--- config.mk ---
export PLATFORM = sky130hd
export DESIGN_NAME = fpu_issue_controller
export DESIGN_NICKNAME = d
export VERILOG_FILES = /design/src/rtl/fpu_issue_pkg.sv /design/src/rtl/fpu_issue_watchdog.sv /design/src/rtl/fpu_issue_controller.sv
export SDC_FILE = /design/constraint.sdc
export NUM_CORES = 1
export LEC_CHECK = 0
export BUFFER_PORTS_ARGS = -buffer_cell sky130_fd_sc_hd__buf_2
export CAP_MARGIN = 25
export CORE_ASPECT_RATIO = 1.2
export CORE_MARGIN = 1
export CORE_UTILIZATION = 45
export DETAILED_ROUTE_END_ITERATION = 10
export HOLD_SLACK_MARGIN = 0.1
export PLACE_DENSITY = 0.86
export SETUP_SLACK_MARGIN = 0.3
export SLEW_MARGIN = 25
export SYNTH_ARGS = -nofsm -noshare
export SYNTH_HDL_FRONTEND = slang
export SYNTH_HIERARCHICAL = 1
export SYNTH_SLANG_ARGS = --single-unit
--- constraint.sdc ---
create_clock -name clk -period 1.9 [get_ports clk]
set_input_delay 0.285 -clock clk [delete_from_list [all_inputs] [get_ports clk]]
set_output_delay 0.285 -clock clk [all_outputs]
set_load 0.1 [all_outputs]
--- src/rtl/fpu_issue_pkg.sv ---
// Shared types and constants for the FPU issue controller.
// Holds the sequencer state encoding, the FPU op-number range and the legality check.
// No logic of its own; imported by the controller.
package fpu_issue_pkg;

    typedef enum logic [1:0] {
        ST_IDLE  = 2'd0,
        ST_START = 2'd1,
        ST_WAIT  = 2'd2,
        ST_WB    = 2'd3
    } state_e;

    // FPU op numbers occupy the contiguous range ABS.S .. SQRT.S.
    localparam logic [5:0] INST_ABS_S  = 6'd54;
    localparam logic [5:0] INST_SQRT_S = 6'd63;

    function automatic logic inst_is_legal(input logic [5:0] inst_num);
        return (inst_num >= INST_ABS_S) && (inst_num <= INST_SQRT_S);
    endfunction

endpackage

--- src/rtl/fpu_issue_watchdog.sv ---
// Loadable down-counter with a combinational expiry flag (count == 0).
// Latency: load/decrement take effect on the next clock; expiry reflects the current count.
// No backpressure: a decrement at zero holds the counter at zero.
module fpu_issue_watchdog #(
    parameter int W = 8
) (
    input  logic         clk,
    input  logic         reset,
    input  logic         load,
    input  logic [W-1:0] load_val,
    input  logic         dec,
    output logic         expired
);

    logic [W-1:0] count_d, count_q;

    // Next count: a load overrides a decrement; saturate at zero.
    always_comb begin
        count_d = count_q;
        if (load) begin
            count_d = load_val;
        end else if (dec && (count_q != '0)) begin
            count_d = count_q - 1'b1;
        end
    end

    // Count register.
    always_ff @(posedge clk) begin
        if (reset) begin
            count_q <= '0;
        end else begin
            count_q <= count_d;
        end
    end

    assign expired = (count_q == '0);

endmodule

--- src/rtl/fpu_issue_controller.sv ---
// Issue sequencer for the FPU ALU element: accept op, pulse element reset, wait completion, write back.
// Latency: RESET_CYCLES+2+element latency cycles from accept to wb_valid; illegal ops reach wb_valid in 1 cycle.
// Backpressure: one op in flight; in_ready low outside IDLE, wb_* held until wb_ready. Macro FPU_ISSUE_TIMEOUT_EN adds a WAIT watchdog.
module fpu_issue_controller
    import fpu_issue_pkg::*;
#(
    parameter int RESET_CYCLES   = 2,
    parameter int TIMEOUT_CYCLES = 64
) (
    input  logic        clk,
    input  logic        reset,
    input  logic        in_valid,
    output logic        in_ready,
    input  logic [5:0]  in_inst_num,
    input  logic [31:0] in_fs,
    input  logic [31:0] in_ft,
    input  logic [4:0]  in_fd,
    output logic        elem_reset,
    output logic [5:0]  elem_inst_num,
    output logic [31:0] elem_fs,
    output logic [31:0] elem_ft,
    input  logic        elem_completed,
    input  logic [31:0] elem_out,
    output logic        wb_valid,
    input  logic        wb_ready,
    output logic [4:0]  wb_fd,
    output logic [31:0] wb_data,
    output logic        wb_illegal,
    output logic        wb_timeout
);

    // One counter serves both the reset pulse and the watchdog, so size it for the larger.
    localparam int CNT_MAX = (RESET_CYCLES > TIMEOUT_CYCLES) ? RESET_CYCLES : TIMEOUT_CYCLES;
    localparam int CW      = $clog2(CNT_MAX + 1);

    state_e      state_d, state_q;
    logic        in_ready_d, in_ready_q;
    logic        elem_reset_d, elem_reset_q;
    logic [5:0]  elem_inst_num_d, elem_inst_num_q;
    logic [31:0] elem_fs_d, elem_fs_q;
    logic [31:0] elem_ft_d, elem_ft_q;
    logic        wb_valid_d, wb_valid_q;
    logic [4:0]  wb_fd_d, wb_fd_q;
    logic [31:0] wb_data_d, wb_data_q;
    logic        wb_illegal_d, wb_illegal_q;
    logic        wb_timeout_d, wb_timeout_q;

    logic          cnt_load;
    logic [CW-1:0] cnt_load_val;
    logic          cnt_dec;
    logic          cnt_zero;

`ifdef FPU_ISSUE_TIMEOUT_EN
    fpu_issue_watchdog #(.W(CW)) u_watchdog (
        .clk      (clk),
        .reset    (reset),
        .load     (cnt_load),
        .load_val (cnt_load_val),
        .dec      (cnt_dec),
        .expired  (cnt_zero)
    );
`else
    logic [CW-1:0] cnt_d, cnt_q;

    // Reset-pulse length counter (no watchdog in this build).
    always_comb begin
        cnt_d = cnt_q;
        if (cnt_load) begin
            cnt_d = cnt_load_val;
        end else if (cnt_dec && (cnt_q != '0)) begin
            cnt_d = cnt_q - 1'b1;
        end
    end

    // Reset-pulse counter register.
    always_ff @(posedge clk) begin
        if (reset) begin
            cnt_q <= '0;
        end else begin
            cnt_q <= cnt_d;
        end
    end

    assign cnt_zero = (cnt_q == '0);
`endif

    // Sequencer next state; outputs are derived from the next state so they leave flops.
    always_comb begin
        state_d         = state_q;
        elem_inst_num_d = elem_inst_num_q;
        elem_fs_d       = elem_fs_q;
        elem_ft_d       = elem_ft_q;
        wb_fd_d         = wb_fd_q;
        wb_data_d       = wb_data_q;
        wb_illegal_d    = wb_illegal_q;
        wb_timeout_d    = wb_timeout_q;
        cnt_load        = 1'b0;
        cnt_load_val    = '0;
        cnt_dec         = 1'b0;

        case (state_q)
            ST_IDLE: begin
                if (in_valid) begin
                    elem_inst_num_d = in_inst_num;
                    elem_fs_d       = in_fs;
                    elem_ft_d       = in_ft;
                    wb_fd_d         = in_fd;
                    wb_data_d       = '0;
                    if (inst_is_legal(in_inst_num)) begin
                        state_d      = ST_START;
                        cnt_load     = 1'b1;
                        cnt_load_val = CW'(RESET_CYCLES - 1);
                    end else begin
                        // Illegal op never touches the element.
                        state_d      = ST_WB;
                        wb_illegal_d = 1'b1;
                    end
                end
            end
            ST_START: begin
                if (cnt_zero) begin
                    state_d = ST_WAIT;
`ifdef FPU_ISSUE_TIMEOUT_EN
                    cnt_load     = 1'b1;
                    cnt_load_val = CW'(TIMEOUT_CYCLES - 1);
`endif
                end else begin
                    cnt_dec = 1'b1;
                end
            end
            ST_WAIT: begin
                // Completion is checked first so it wins over a same-cycle expiry.
                if (elem_completed) begin
                    state_d   = ST_WB;
                    wb_data_d = elem_out;
`ifdef FPU_ISSUE_TIMEOUT_EN
                end else if (cnt_zero) begin
                    state_d      = ST_WB;
                    wb_timeout_d = 1'b1;
                    wb_data_d    = '0;
                end else begin
                    cnt_dec = 1'b1;
`endif
                end
            end
            ST_WB: begin
                if (wb_ready) begin
                    state_d      = ST_IDLE;
                    wb_illegal_d = 1'b0;
                    wb_timeout_d = 1'b0;
                end
            end
            default: state_d = ST_IDLE;
        endcase

        in_ready_d   = (state_d == ST_IDLE);
        elem_reset_d = (state_d != ST_WAIT);
        wb_valid_d   = (state_d == ST_WB);
    end

    // State and registered outputs.
    always_ff @(posedge clk) begin
        if (reset) begin
            state_q         <= ST_IDLE;
            in_ready_q      <= 1'b1;
            elem_reset_q    <= 1'b1;
            elem_inst_num_q <= '0;
            elem_fs_q       <= '0;
            elem_ft_q       <= '0;
            wb_valid_q      <= 1'b0;
            wb_fd_q         <= '0;
            wb_data_q       <= '0;
            wb_illegal_q    <= 1'b0;
            wb_timeout_q    <= 1'b0;
        end else begin
            state_q         <= state_d;
            in_ready_q      <= in_ready_d;
            elem_reset_q    <= elem_reset_d;
            elem_inst_num_q <= elem_inst_num_d;
            elem_fs_q       <= elem_fs_d;
            elem_ft_q       <= elem_ft_d;
            wb_valid_q      <= wb_valid_d;
            wb_fd_q         <= wb_fd_d;
            wb_data_q       <= wb_data_d;
            wb_illegal_q    <= wb_illegal_d;
            wb_timeout_q    <= wb_timeout_d;
        end
    end

    assign in_ready      = in_ready_q;
    assign elem_reset    = elem_reset_q;
    assign elem_inst_num = elem_inst_num_q;
    assign elem_fs       = elem_fs_q;
    assign elem_ft       = elem_ft_q;
    assign wb_valid      = wb_valid_q;
    assign wb_fd         = wb_fd_q;
    assign wb_data       = wb_data_q;
    assign wb_illegal    = wb_illegal_q;
    assign wb_timeout    = wb_timeout_q;

endmodule
Word level (Yosys, flattened, before mapping)
Cells that the tools add are included.
{"block": "op_classes", "mux": 23, "n_reduce_logical": 12, "n_eq_ne": 9, "addsub": 1, "n_lt_le_gt_ge": 2}
{"cell": "$mux 32", "n": 2}
{"cell": "$pmux 32 s2", "n": 1}
{"cell": "$mux 7", "n": 2}
{"cell": "$mux 1", "n": 11}
{"cell": "$mux 2", "n": 5}
{"cell": "$ne 2x2->1 const B", "n": 5}
{"cell": "$pmux 2 s4", "n": 1}
{"cell": "$logic_not 7->1", "n": 1}
{"cell": "$reduce_bool 7->1", "n": 1}
{"cell": "$sub 7x1->7 const B", "n": 1}
{"cell": "$eq 2x2->1 const B", "n": 3}
{"cell": "$ge 6x6->1 const B", "n": 1}
{"cell": "$le 6x6->1 const B", "n": 1}
{"cell": "$reduce_bool 2->1", "n": 3}
{"cell": "$logic_not 2->1", "n": 2}
{"cell": "$reduce_and 4->1", "n": 1}
{"cell": "$reduce_and 3->1", "n": 1}
{"cell": "$eq 2x1->1 const B", "n": 1}
{"cell": "$logic_and 1x1->1", "n": 2}
{"cell": "$pmux 1 s2", "n": 1}
{"cell": "$reduce_and 2->1", "n": 1}
{"block": "totals", "ff_bits": 120, "input_bits": 112, "output_inout_bits": 112, "elab_cells": 58}

Depth between registers and ports, before layout
Gate-level depths: netlist of the first run.
{"block": "depth", "word_depth": 6, "depth_mapped": 7, "depth_no_buf": 6}

Least setup slack after synthesis of the first run
No wires, ideal clock.
{"block": "synth_timing", "path_kind": "flip-flop to flip-flop", "from": "reg cnt_q[0]", "to": "reg cnt_q[1]", "arrival_ns": 1.480, "required_ns": 1.835, "setup_slack_ns": 0.355, "period_less_slack_ns": 1.545, "stages_incl_launch_ff": 7, "path_buffers": 0, "setup_ns": 0.065, "path_cell_list": "dfxtp_1 -> inv_1 -> ha_1 -> nor4b_4 -> a211o_2 -> mux2_1 -> nor2_1"}
{"block": "synth_between", "elab_chain_len": 5, "elab_cells_between_ends": 9, "classes_between": "add/sub (1); mux (4); reduce/logical (4)"}
{"element": "start, declared", "line_no": "fpu_issue_controller.sv:63", "rtl": "logic [CW-1:0] cnt_d, cnt_q;"}
{"element": "start signal, assigned", "line_no": "fpu_issue_controller.sv:80", "rtl": "cnt_q <= cnt_d;"}
{"element": "parallel branches: the longest is 5 deep, another holds $sub 7x1->7"}
Parallel ways; which one is timed is not known. The select of a mux whose other input is x is not followed.
A chain may end at the register's enable or synchronous reset.

Worst setup path after layout of the first run
Ends and elaborated chain as after synthesis.

==> impl_metrics.yaml, run 1 <==
clock_network:
  clock_sinks: 120
  cts_root_buffer: "clkbuf_16"
  cts_tree: "yes"
  insertion_delay_ns: 0.40
  cts_buffers: 17
  clk_path_buf_depth: 2
  ctsHtreeMaxLevel: 4
  clk_pin_slew_ns: 0.05
grt:
  grt.overflow.total: 0
  grt_max_degree: 74
  antenna_found_initial: 0
  first_global_vias: 3949
  grt.total_usage: 0.224
  grt_pass1_wl_um: 18300
timing:
  rsz0062_at_grt: "yes"
  clock_skew_ns: 0.0117
  finalSetupViolCount: 0
  tightest_slew_ns: 0.522
  hold_viol_final: 0
  setup-tns-final_ns: 0
  slew_violations: 0
  slew_headroom: 0.654
  min_period_ns: 1.55
  fmax_ghz: 0.646
  fin_crit_sh: 0.814
power_and_ir_drop:
  p_per_area_nw_per_um2: 1500
  finalPower_mw: 9.33
  worst_ir_drop_vdd_uv: 711
  p_leak_nw: 2.86
worst_hold_path:
  hold_path.class: "in -> reg"
die:
  initial_core_util: 0.465
  coreArea_um2: 9560
  die-width_um: 92.8
  die_h_um: 111
  row_count: 39
  ios: 224
  die-area_um2: 10300
critical_path:
  r2r_start: "cnt_q[0]"
  reg2reg_to: "cnt_q[1]"
  worstPathArrival_ns: 1.88
  rrSetupSlack_ns: 0.35
  cp-start-kind: "flop"
  ff2ff_path_depth: 6
  cp.required_ns: 2.24
  crit_end: "cnt_q[1]"
  critPathKind: "reg -> reg"
  crit_path_end_kind: "flop"
  crit_fanout: 4
  crit_start: "cnt_q[0]"
yosys:
  ys_ff_latch: 120
  synth.yosys.warnings: 6
  syn-cell-area_um2: 4450
  synth.avg_cell_area_um2: 8.18
  synth_top_area_frac: 0.540
  synth_cell_types: 38
  yosys-top-cells-area: "dfxtp_1 (54%), nand2_1 (16%), a21oi_1 (12%)"
  seq_area_frac_synth: 0.540
  syn_nets: 658
  yosysTopAreaCell: "dfxtp_1"
  synth_cells: 544
drt:
  via_count: 4363
  ant_nets: 0
  dr.first_iter.drc_count: 174
  vias_per_cell: 4.91
  wire_per_inst_um: 13.4
  drt_wl_total_um: 11900
  firstDrtPassIters: 5
  drc: 0
place:
  io_buffers: 222
  dp_hpwl_um: 8060
  placed_cell_area_um2: 5580
  gp_congestion: 0.768
cells_and_area:
  nNetsFinal: 870
  final_layout_size_suffix_gt1_frac: 0.376
  areaGrowthSynthToFinish_pct: 39.7
  fillers: 828
  antenna_cells: 0
  finalInstanceArea_um2: 6210
job:
  max-cap-violations: 0
outcome:
  status: "complete, no violations"
-- logic make-up (layout without fill, tap and decap cells) --
family                   after synthesis  after routing  synth area share
AO/OA/AOI/OAI                        120            120             0.140
XOR/XNOR                               4              4           0.00788
adder cells (fa/ha/maj)                2              2           0.00562
buffers and inverters                 47            269            0.0588
flip-flops                           120            120             0.540
multiplexers                           2              2           0.00478
other                                  1              1          0.000843
AND/OR/NAND/NOR                      248            248             0.242
-- cell type report --
type,instances,area [um^2],share of cell area
flip-flops and latches,120,2410,0.388
repair buffers,236,1260,0.203
well taps,123,154,0.0248
clock inverters,9,77.6,0.0125
multi-input cells,377,1830,0.294
inverters,4,15.0,0.00242
clock buffers,20,467,0.0751
-- layer usage --
metal,track usage,vias up,part of all wire
met5,0,-,0
met4,0.107,0,0.022
met3,0.0617,24,0.073
met2,0.386,161,0.51
met1,0.251,1968,0.40
li1,-,2210,-
-- worst min path at each step --
stage / slack, ns / startpoint / end / cells past startpoint
after floorplan: 0.37 / reset / state_q[0] / 1
after global placement: 0.43 / wb_data[24] / wb_data[24] / 2
after detailed placement: 0.44 / wb_data[14] / wb_data[14] / 2
after CTS: 0.10 / in_ft[11] / elem_ft[11] / 3
after global routing: 0.12 / in_ft[27] / elem_ft[27] / 3
final: 0.12 / in_ft[17] / elem_ft[17] / 3
-- flip-flops by register name (all words and copies together), names as in the netlist --
signal / flops
elem_ft: 32
wb_valid: 1
state_q: 2
elem_inst_num: 6
elem_reset: 1
in_ready: 1
wb_fd: 5
elem_fs: 32
cnt_q: 7
wb_illegal: 1
wb_data: 32
-- timing repair --
item                       CTS  global route
setup endpoints to repair    9            83
cloned                       0             0
setup buffers                1             2
hold endpoints to repair     1             0
pin swaps                    0             3
hold buffers                 1             0
gates resized for setup      4            13
-- report_power, final --
part	leakage, nW	internal (mW)	switching (mW)
logic	1.61	0.682	2.73
registers	0.981	2.81	0.169
clock network	0.265	1.86	1.07
total	2.86	5.35	3.98
-- critical path, cell delays in order (launching register included) --
cell and delay [ns]:
dfxtp_2 0.34, inv_2 0.05, ha_2 0.17, nor4b_4 0.13, a211o_2 0.39, mux2_4 0.32
nor2_2 0.09
-- cells in the final DEF, fill, tap and decap left out, drive strengths merged, types with 3 or more instances in the layout --
master,n
a21oi,112
nand2,187
dfxtp,120
buf,235
clkbuf,20
nor2,11
xnor2,3
inv,4
clkinvlp,3
clkinv,5
nand3,35
-- synth_stat cells, drive strengths merged --
master  number
buf         26
xor2         1
nor4         1
a21o         1
ha           2
nor3b        2
a21oi      112
o31ai        1
or3b         2
mux2         1
nand4b       1
and2         1
nor3         1
clkbuf      17
o21ba        1
mux2i        1
nand2      187
a211oi       1
o21ai        1
inv          4
dfxtp      120
nand3b       2
a31oi        2
nor2        11
xnor2        3
nand3       35
nor4b        2
nor2b        1
conb         1
a211o        1
or2          2
-- through the flow --
stage / hold slack, ns / std cells / worst slack [ns] / util
2_1_floorplan: 0.373 / 544 / 0.355 / -
3_3_place_gp: 0.435 / 856 / 0.241 / 0.584
3_5_place_dp: 0.440 / 856 / 0.198 / 0.584
4_1_cts: 0.101 / 887 / 0.282 / 0.644
5_1_grt: 0.119 / 889 / 0.231 / 0.650
6_report: 0.116 / 889 / 0.353 / 0.650
No activity file was read; power rests on OpenSTA's default activity.
==> run 2: changes to the inputs <==
--- a/config.mk
+++ b/config.mk
@@ -9,10 +9,10 @@
 export CAP_MARGIN = 25
 export CORE_ASPECT_RATIO = 1.2
 export CORE_MARGIN = 1
-export CORE_UTILIZATION = 45
+export CORE_UTILIZATION = 41
 export DETAILED_ROUTE_END_ITERATION = 10
 export HOLD_SLACK_MARGIN = 0.1
-export PLACE_DENSITY = 0.86
+export PLACE_DENSITY = 0.83
 export SETUP_SLACK_MARGIN = 0.3
 export SLEW_MARGIN = 25
 export SYNTH_ARGS = -nofsm -noshare
==> constraint.sdc (replaced) <==
create_clock -name clk -period 1.4 [get_ports clk]
set_input_delay 0.21 -clock clk [delete_from_list [all_inputs] [get_ports clk]]
set_output_delay 0.21 -clock clk [all_outputs]
set_load 0.1 [all_outputs]
==> run 2 against run 1 <==
  * The run now fails in global routing (5_1_grt)
  * Synthesized area did not move
  * Synthesized cell count is the same
==> impl_metrics.yaml, run 2 <==
die:
  ios: 224
  die-width_um: 97.1
  row_count: 41
  initial_core_util: 0.423
  die_h_um: 116
yosys:
  yosys-top-cells-area: "dfxtp_1 (54%), nand2_1 (16%), a21oi_1 (12%)"
  synth_edf_count: 0
  synth_cells: 544
  syn-cell-area_um2: 4450
  synth.yosys.warnings: 6
  ys_ff_latch: 120
  yosysMostFrequentCell: "nand2_1"
  synth_ff_type: "dfxtp_1"
  yosysTopAreaCell: "dfxtp_1"
  async_flop_share: 0
  synth_common_cells: "nand2_1 (187), dfxtp_1 (120), a21oi_1 (111)"
  synth.avg_cell_area_um2: 8.18
  synth_top_area_frac: 0.540
  syn_nets: 658
  seq_area_frac_synth: 0.540
  synth_cell_types: 38
clock_network:
  clk_path_buf_depth: 2
  cts_root_buffer: "clkbuf_16"
  cts_buffers: 17
  clock_sinks: 120
  ctsHtreeMaxLevel: 4
place:
  dp_hpwl_um: 8500
  io_buffers: 222
  gp_congestion: 0.776
grt:
  grt_max_degree: 49
outcome:
  firstError: "[ERROR DPL-0038] Utilization greater than 100%, impossible to legalize"
  status: "aborted with a tool error"
  stop_stage: "global routing (5_1_grt)"
timing:
  worstEpCategory: "register input"
  grt-worst-endpoint: "wb_data[7]$_SDFFE_PP0P_/D"
[run 2: kinds of logic after synthesis]
| kind of cell | Yosys count | synth area share |
|---|---|---|
| other | 1 | 0.000843 |
| AND/OR/NAND/NOR | 248 | 0.242 |
| AO/OA/AOI/OAI | 120 | 0.140 |
| adder cells (fa/ha/maj) | 2 | 0.00562 |
| buffers and inverters | 47 | 0.0588 |
| multiplexers | 2 | 0.00478 |
| flip-flops | 120 | 0.540 |
| XOR/XNOR | 4 | 0.00788 |
[run 2: stage by stage]
step                      cells  setup WS, ns  area (um^2)  utilization  hold WS, ns
after floorplan             544        -0.106         4830            -        0.298
after global placement      883        -0.120         6130        0.583        0.432
after detailed placement    883        -0.150         6130        0.583        0.438
after CTS                  1041       -0.0884         9290        0.884       0.0670
[run 2: repair_timing]
| item | CTS |
|---|---|
| gates resized for setup | 316 |
| setup endpoints to repair | 231 |
| hold endpoints to repair | 110 |
| gates cloned | 5 |
| buffers inserted | 14 |
| hold buffers | 107 |
| pin swaps | 72 |
==> run 3: changes to the inputs <==
--- a/config.mk
+++ b/config.mk
@@ -7,13 +7,10 @@
 export LEC_CHECK = 0
 export BUFFER_PORTS_ARGS = -buffer_cell sky130_fd_sc_hd__buf_2
 export CAP_MARGIN = 25
-export CORE_ASPECT_RATIO = 1.2
 export CORE_MARGIN = 1
-export CORE_UTILIZATION = 41
+export CORE_UTILIZATION = 40
 export DETAILED_ROUTE_END_ITERATION = 10
-export HOLD_SLACK_MARGIN = 0.1
-export PLACE_DENSITY = 0.83
-export SETUP_SLACK_MARGIN = 0.3
+export PLACE_DENSITY_LB_ADDON = 0.15
 export SLEW_MARGIN = 25
 export SYNTH_ARGS = -nofsm -noshare
 export SYNTH_HDL_FRONTEND = slang
==> constraint.sdc (replaced) <==
create_clock -name clk -period 1.8 [get_ports clk]
set_input_delay 0.27 -clock clk [delete_from_list [all_inputs] [get_ports clk]]
set_output_delay 0.27 -clock clk [all_outputs]
set_load 0.1 [all_outputs]
==> run 3 against run 2 <==
  * The run now ends clean
==> impl_metrics.yaml, run 3 (synthesis results as in run 1) <==
grt:
  antenna_found_initial: 0
  grt.total_usage: 0.237
  grt_pass1_wl_um: 21200
  first_global_vias: 4594
  grt.overflow.total: 0
  grt_max_degree: 69
critical_path:
  crit_path_end_kind: "flop"
  rrSetupSlack_ns: 0.13
  path_cells: "inv_1 -> ha_1 -> nor4b_4 -> a211o_2 -> mux2_1 -> nor2_1"
  cp-start-kind: "flop"
  critPathKind: "reg -> reg"
  worstPathArrival_ns: 2.13
  max_stage_delay_ns: 0.36
  crit_fanout: 7
  cp.required_ns: 2.26
  r2r_start: "cnt_q[0]"
  slowest_stage: "nor4b_4"
  reg2reg_to: "cnt_q[1]"
  ff2ff_path_depth: 6
cells_and_area:
  antenna_cells: 0
  fillers: 854
  final_layout_size_suffix_gt1_frac: 0.318
  final_cell_mix: "buf_2 (221), nand2_1 (187), dfxtp_1 (120)"
  areaGrowthSynthToFinish_pct: 63.2
  ff_latch_area_um2: 2400
  multi_input_area_um2: 1790
  nNetsFinal: 974
  layout_commonest_cell: "buf_2"
drt:
  drt_wl_total_um: 13900
  firstDrtPassIters: 4
  drc: 0
  via_count: 4820
  dr.first_iter.drc_count: 279
  wire_per_inst_um: 13.7
  vias_per_cell: 4.76
  ant_nets: 0
power_and_ir_drop:
  worst_ir_drop_vdd_uv: 958
  p_leak_nw: 3.30
  p_per_area_nw_per_um2: 1400
  finalPower_mw: 10.2
clock_network:
  insertion_delay_ns: 0.52
  cts_root_buffer: "clkbuf_8"
  cts_buffers: 17
  clk_path_buf_depth: 2
  ctsHtreeMaxLevel: 4
  clk_pin_slew_ns: 0.05
  clock_sinks: 120
  cts_tree: "yes"
die:
  die-area_um2: 11500
  die_h_um: 107
  die-width_um: 107
  ios: 224
  coreArea_um2: 10800
  row_count: 38
  initial_core_util: 0.410
place:
  dp_hpwl_um: 8460
  preCtsSetupSlack_ns: 0.0681
  io_buffers: 222
  gp_congestion: 0.756
timing:
  min_period_ns: 1.67
  slew_violations: 0
  finalSetupViolCount: 0
  fin_crit_sh: 0.930
  setup_ws_ns: 0.126
  fmax_ghz: 0.597
  clock_skew_ns: 0.00646
  rsz0062_at_grt: "no"
  setup-tns-final_ns: 0
  tightest_slew_ns: 0.525
  hold_viol_final: 0
  slew_headroom: 0.652
worst_hold_path:
  worstHoldStart: "in_inst_num[5]"
  whs_endpoint: "elem_inst_num[5]"
  hold_path.class: "in -> reg"
  hold_depth: 3
outcome:
  status: "complete, no violations"
job:
  max-cap-violations: 0
[run 3: report_power, final]
group          switching, mW  internal [mW]  leakage [nW]  total [mW]
combinational           2.92          0.853          2.04        3.77
sequential             0.175           2.96         0.980        3.13
clock                   1.16           2.09         0.286        3.25
[run 3: metal layers]
layer,share of wire,GRT usage,up-vias,wire length [um]
li1,-,-,2412,-
met1,0.40,0.249,2195,5520
met2,0.50,0.424,197,6990
met3,0.084,0.0835,16,1160
met4,0.017,0.109,0,239
met5,0,0,-,0
[run 3: worst max-delay path: cells and delay by family, from the launching register on]
| family | cells | cell delay [ns] |
|---|---|---|
| flops | 1 | 0.33 |
| compound gates | 1 | 0.25 |
| fa+ha+maj | 1 | 0.16 |
| buf+inv | 1 | 0.09 |
| simple gates | 2 | 0.46 |
| mux | 1 | 0.33 |
[run 3: timing repair]
action                                  4_1_cts  5_1_grt
endpoints found under the setup margin        0       17
resized for setup                             0        1
endpoints found under the hold margin       106        0
buffers inserted                              0        1
hold buffers                                105        0
[run 3: final cells by class]
cell class | count | share of cell area
multi-input combinational | 377 | 0.247
tap | 140 | 0.0241
timing repair buffer | 340 | 0.317
inverter | 4 | 0.00207
sequential | 120 | 0.331
clock inverter | 9 | 0.0134
clock buffer | 22 | 0.0652
[run 3: how the worst max path moves through the flow]
stage	start	to	cells past startpoint
after detailed placement	cnt_q[0]	cnt_q[1]	6
after global placement	cnt_q[0]	cnt_q[1]	6
after CTS	cnt_q[0]	cnt_q[1]	6
final	cnt_q[0]	cnt_q[1]	6
after global routing	cnt_q[1]	cnt_q[1]	6
after floorplan	cnt_q[0]	cnt_q[1]	6
[run 3: stage by stage]
stage           util  std cells  hold slack [ns]  area (um^2)
6_report       0.669       1012           0.0211         7260
5_1_grt        0.669       1012           0.0246         7260
4_1_cts        0.668       1011          0.00347         7240
3_5_place_dp   0.518        875            0.440         5620
3_3_place_gp   0.518        875            0.435         5620
2_1_floorplan      -        544            0.358         4450
